File: config.mk
export PLATFORM = sky130hd
export DESIGN_NAME = wb_cdma_master
export DESIGN_NICKNAME = d
export VERILOG_FILES = /design/src/rtl/wb_cdma_master.sv
export SDC_FILE = /design/constraint.sdc
export NUM_CORES = 1
export LEC_CHECK = 0
export CORE_MARGIN = 1
export CORE_UTILIZATION = 55
export CTS_BUF_LIST = sky130_fd_sc_hd__clkbuf_16
export CTS_CLUSTER_DIAMETER = 50
export DETAILED_ROUTE_END_ITERATION = 10
export GPL_TIMING_DRIVEN = 1
export PLACE_DENSITY = 0.85
export REMOVE_ABC_BUFFERS = 1
export SLEW_MARGIN = 20
export SYNTH_ARGS = -nofsm -noshare
export SYNTH_HDL_FRONTEND = slang
export SYNTH_SLANG_ARGS = --single-unit
File: constraint.sdc
create_clock -name clk -period 4.7 [get_ports clk]
set_clock_uncertainty 0.15 [all_clocks]
set_input_delay 1.175 -clock clk [delete_from_list [all_inputs] [get_ports clk]]
set_output_delay 1.175 -clock clk [all_outputs]
set_load 0.05 [all_outputs]
File: src/rtl/wb_cdma_master.sv
// wb_cdma_master: single-channel byte-copy DMA engine, classic Wishbone master
// on the 8-bit scratchpad bus. Copies len bytes from src_addr to dst_addr,
// one read then one write per byte, with a one-cycle STB-low gap after every
// access so a registered ACK from the slave is never counted twice.
//
// Optional feature macro: CDMA_TIMEOUT_EN
//   defined   - a strobe waiting TO_CYC cycles without ACK aborts the
//               transfer, sets the sticky err flag and goes to DONE.
//   undefined - no watchdog is built, err is tied low and the engine waits
//               indefinitely for ACK.
module wb_cdma_master #(
    parameter int AWID   = 10,
    parameter int LWID   = AWID + 1,
    parameter int TO_CYC = 255
) (
    input  logic            clk,
    input  logic            rst,        // asynchronous, active-low
    input  logic            start,
    input  logic [AWID-1:0] src_addr,
    input  logic [AWID-1:0] dst_addr,
    input  logic [LWID-1:0] len,
    output logic            busy,
    output logic            done,
    output logic            err,
    output logic [AWID-1:0] WB_ADRo,
    output logic [7:0]      WB_DATo,
    input  logic [7:0]      WB_DATi,
    output logic            WB_WEo,
    output logic            WB_CYCo,
    output logic            WB_STBo,
    input  logic            WB_ACKi
);

    typedef enum logic [2:0] {
        IDLE,
        RD,
        RGAP,
        WR,
        WGAP,
        DONE
    } state_t;

    state_t          state_q, state_d;
    logic [AWID-1:0] src_q, src_d;
    logic [AWID-1:0] dst_q, dst_d;
    logic [LWID-1:0] cnt_q, cnt_d;
    logic [7:0]      buf_q, buf_d;
    logic            cyc_d, stb_d, we_d;
    logic [AWID-1:0] adr_d;
    logic            ack;
    logic            to_hit;

    // An ACK only counts while our own strobe is up.
    assign ack = WB_ACKi & WB_STBo;

`ifdef CDMA_TIMEOUT_EN
    localparam int TOW = $clog2(TO_CYC + 1);

    logic [TOW-1:0] to_cnt_q;
    logic           err_q;

    // The last un-ACKed strobe cycle before the watchdog fires.
    assign to_hit = WB_STBo & ~WB_ACKi & (to_cnt_q == TOW'(TO_CYC - 1));
    assign err    = err_q;

    // Watchdog: counts consecutive strobe cycles without ACK.
    always_ff @(posedge clk or negedge rst) begin
        if (!rst) begin
            to_cnt_q <= '0;
        end else if (WB_STBo && !WB_ACKi && !to_hit) begin
            to_cnt_q <= to_cnt_q + 1'b1;
        end else begin
            to_cnt_q <= '0;
        end
    end

    // Sticky error flag: set by the watchdog, cleared by an accepted start.
    always_ff @(posedge clk or negedge rst) begin
        if (!rst) begin
            err_q <= 1'b0;
        end else if (state_q == IDLE && start) begin
            err_q <= 1'b0;
        end else if (to_hit) begin
            err_q <= 1'b1;
        end
    end
`else
    logic unused_to;

    assign to_hit    = 1'b0;
    assign err       = 1'b0;
    // Keeps the watchdog limit referenced when the watchdog is not built.
    assign unused_to = ^TO_CYC;
`endif

    // Next-state, datapath and next-output decode.
    always_comb begin
        // NOTE: every signal gets a default first so no path leaves one unassigned and infers a latch.
        state_d = state_q;
        src_d   = src_q;
        dst_d   = dst_q;
        cnt_d   = cnt_q;
        buf_d   = buf_q;

        case (state_q)
            IDLE: begin
                if (start) begin
                    src_d   = src_addr;
                    dst_d   = dst_addr;
                    cnt_d   = len;
                    state_d = (len == '0) ? DONE : RD;
                end
            end
            RD: begin
                if (to_hit) begin
                    state_d = DONE;
                end else if (ack) begin
                    buf_d   = WB_DATi;
                    src_d   = src_q + 1'b1;
                    state_d = RGAP;
                end
            end
            RGAP: state_d = WR;
            WR: begin
                if (to_hit) begin
                    state_d = DONE;
                end else if (ack) begin
                    dst_d   = dst_q + 1'b1;
                    cnt_d   = (cnt_q != '0) ? cnt_q - 1'b1 : cnt_q;
                    state_d = WGAP;
                end
            end
            WGAP:    state_d = (cnt_q == '0) ? DONE : RD;
            DONE:    state_d = IDLE;
            default: state_d = IDLE;
        endcase

        // Bus outputs are decoded from the next state so they can be registered.
        cyc_d = state_d inside {RD, RGAP, WR, WGAP};
        stb_d = state_d inside {RD, WR};
        we_d  = (state_d == WR);
        adr_d = (state_d == WR) ? dst_d : src_d;
    end

    // State, datapath and registered bus/status outputs.
    always_ff @(posedge clk or negedge rst) begin
        if (!rst) begin
            state_q <= IDLE;
            src_q   <= '0;
            dst_q   <= '0;
            cnt_q   <= '0;
            buf_q   <= '0;
            WB_CYCo <= 1'b0;
            WB_STBo <= 1'b0;
            WB_WEo  <= 1'b0;
            WB_ADRo <= '0;
            WB_DATo <= '0;
            busy    <= 1'b0;
            done    <= 1'b0;
        end else begin
            // NOTE: non-blocking assignments so every register samples pre-edge values.
            state_q <= state_d;
            src_q   <= src_d;
            dst_q   <= dst_d;
            cnt_q   <= cnt_d;
            buf_q   <= buf_d;
            WB_CYCo <= cyc_d;
            WB_STBo <= stb_d;
            WB_WEo  <= we_d;
            WB_ADRo <= adr_d;
            WB_DATo <= buf_d;
            busy    <= (state_d != IDLE);
            done    <= (state_d == DONE);
        end
    end

endmodule

==> flow_metrics.tcl <==
set metrics [dict create \
    ant_nets 0 \
    syn_inst 336 \
    seq_power_share_pct 32.0 \
    worst_path_largest_cell_delay_ps 770 \
    fp-row-count 27 \
    fmax_ghz 0.2811 \
    coreArea_um2 5540 \
    clk-insertion-delay-late_ps 330 \
    ys_types 57 \
    internal_power_mw 1.681 \
    fillCellCount 417 \
    worstPathArrival_ps 3620 \
    start_util_pct 57.07 \
    antenna_found_initial 0 \
    outcome "finished, final reports clean" \
    via_per_inst 6.245 \
    p_per_area_nw_per_um2 739.5 \
    clockBufferDepth 2 \
    grt_pass1_vias 2712 \
    synth_adder_area_share_pct 1.583 \
    cts_tree "built" \
    top_layer "met4" \
    min_path_type "flop to flop" \
    cts-htree-levels 3 \
    io_buffers 65 \
    clk_pin_slew_ps 50 \
    yosys.area_share.simple_pct 22.95 \
    synth-seq-cells 57 \
    drcViolationCount 0 \
    grt_max_degree 38 \
    synth_top_family_by_area "simple AND/OR/NAND/NOR gates" \
    fin_crit_sh_pct 75.68 \
    io_pins 67 \
    syn2layout_area_growth_pct 29.52 \
    wl_met3_um 505 \
    dp_slack_ps 892.3 \
    grt_pass1_wl_mm 13.19 \
    totalPowerFinal_mw 3.029 \
    crit_chain "clkdlybuf4s50_1 > or3b_1 > a21o_1 > a41oi_4 > o21ai_0 > a22o_1" \
    relSlewSlack_pct 38.20 \
    cts_hold_buf 0 \
    start_kind "primary input" \
    postCtsSetupBuffers 0 \
    drt_wl_total_mm 8.009 \
    wl_met2_mm 3.747 \
    synthFlopType "dfrtp_1" \
    critPathSlowestCell "clkdlybuf4s50_1" \
    setup_violations 0 \
    netlist_area_um2 3162 \
    yosysSeqAreaShare_pct 45.11 \
    cp_data_required_time_ps 4760 \
    power.leakage_nw 1.730 \
    drv_slew 0 \
    clock-root-buffer "clkbuf_16" \
    endpoint_kind "flop" \
    synth-compound-area-share_pct 19.27 \
    switching_share_pct 44.48 \
    seqCellArea_um2 1426 \
    synth_area_per_cell_um2 9.410 \
    numClockSinks 57 \
    drv_cap 0 \
    cts_resized 0 \
    wl_met1_mm 3.510 \
    synth_xor_area_share_pct 1.662 \
    period_minus_slack_ps 3557 \
    layout-drive-gt1-share_pct 9.227 \
    die_h_um 77.82 \
    finalSetupTns_ps 0 \
    ir_drop_v 0.0004502 \
    p_clk_share_pct 20.6 \
    ys_warn_count 0 \
    die_w_um 77.82 \
    vias 2954 \
    drt_pass1_iterations 5 \
    numCtsBuffers 9 \
    p_switching_mw 1.347 \
    hpwl_mm 5.365 \
    worst_slack_ps 1143 \
    path_buf_inv 1 \
    p_comb_share_pct 47.5 \
    critical_path_class "primary input to flop" \
    multiInputGateArea_um2 1593 \
    grt_usage_pct 28.43 \
    rsz0062_at_grt "no" \
    overflow 0 \
    wl_per_cell_um 16.93 \
    antenna_cells 0 \
    critical_path.max_fanout 23 \
    fin_nets 443 \
    die-area_um2 6056 \
    drtIter0Drc 326 \
    cpLargestDelayFamily "compound AO/OA/AOI/OAI gates" \
    finalHoldViolCount 0 \
    async_flop_share_pct 100.0 \
    place_congestion 0.8891 \
    synthMuxAreaShare_pct 4.788 \
    tightestPinTransition_ps 923.6 \
    synth_edf_count 0 \
]
-- metrics by stage --
stage	hold slack (ps)	utilization, %	cell area, um^2	cells
3_5_place_dp	315.4	68.72	3807	457
2_1_floorplan	323.9	-	3057	318
6_report	328.5	73.92	4095	473
3_3_place_gp	311.3	68.72	3807	457
5_1_grt	364.8	73.92	4095	473
4_1_cts	330.9	73.92	4095	473
-- path summary, 6_finish.rpt --
check,cells after the start,end,slack [ps],startpoint
max,6,cnt_q[7],1140,start
min,2,buf_q[1],330,buf_q[1]
max reg2reg,5,done,1990,state_q[0]
min reg2reg,2,buf_q[1],330,buf_q[1]
max in group asynchronous,2,WB_ADRo[3],2810,rst
min in group asynchronous,1,dst_q[6],790,rst
-- placed cells by master (no fill, tap or decap), drive strengths merged, types with 4 or more instances in the layout --
cell           netlist  layout
nor3                10      10
or3                  5       5
a22o                 7       7
dfrtp               57      57
a21oi                7       7
nand3               15      15
o221ai               4       4
nand2               58      58
clkdlybuf4s50        0      64
mux2                 9       9
a221o                5       5
a22oi                6       6
nor2                19      19
o21ai               23      23
clkbuf               7       9
inv                 10      11
a21o                 5       5
nand4                8       8
o211ai               6       6
ha                   4       4
mux2i                5       5
-- power by group through the flow --
| stage | logic, mW | registers (mW) | clock network [mW] |
|---|---|---|---|
| floorplan | 0.714 | 1.20 | 0 |
| global placement | 1.38 | 0.951 | 0 |
| detailed placement | 1.42 | 0.957 | 0 |
| CTS | 1.44 | 0.957 | 0.634 |
| global route | 1.55 | 0.997 | 0.660 |
| finish | 1.44 | 0.968 | 0.623 |
-- per-layer routing --
metal | vias up | global-route usage [%]
met3 | 26 | 5.765
li1 | 1357 | -
met4 | 0 | 16.04
met2 | 142 | 42.65
met5 | - | 0
met1 | 1429 | 38.28
-- cells by family after synthesis --
logic type	count (synthesis)
flip-flops	57
adder cells (fa/ha/maj)	4
other	1
XOR/XNOR	6
AND/OR/NAND/NOR	143
AO/OA/AOI/OAI	83
multiplexers	14
buffers and inverters	28
-- registers in the layout, summed over array words and instances (netlist names) --
signal	flops
WB_WEo	1
dst_q	10
WB_STBo	1
WB_CYCo	1
cnt_q	11
src_q	10
done	1
state_q	3
buf_q	8
busy	1
WB_ADRo	10
-- cell usage after synthesis (3+ instances only) --
cell type   n  area [um^2]
nand2_1    58        217.7
o21ai_0    20        100.1
nand3_1    15        75.07
and2_1      3        18.77
nand3b_1    3        22.52
o31ai_1     3        22.52
o21ai_1     3        15.01
and4_1      3        26.28
and3_1      3        18.77
xor2_1      3        26.28
buf_2       6        30.03
ha_1        4        50.05
a21oi_1     7        35.03
o211ai_1    6        45.04
nor2_1     19        71.32
inv_1       9        33.78
xnor2_1     3        26.28
clkbuf_1    7        26.28
a221o_1     5        50.05
buf_6       3        33.78
a21o_1      5        37.54
dfrtp_1    57         1426
mux2i_1     5        50.05
a22oi_1     6        45.04
nor4_1      3        18.77
o221ai_1    4        35.03
nand4_1     8        50.05
a22o_1      7        61.31
nor3_1     10        50.05
or3_1       3        18.77
mux2_2      9        101.4
-- worst reg2reg max path: stages (launching register included) --
cell     delay (ps)
dfrtp_1         650
or3_4           560
nor2_1          720
nand4_1         160
nand3_1         230
nor2b_1         160
-- area by class of cell --
cell class | instances | share of cell area, %
multi-input cells | 251 | 38.89
clock buffers | 9 | 5.500
clock inverters | 7 | 1.528
well taps | 72 | 2.200
flip-flops and latches | 57 | 34.83
repair buffers | 67 | 16.13
inverters | 10 | 0.9166
No activity file was read; power rests on OpenSTA's default activity.
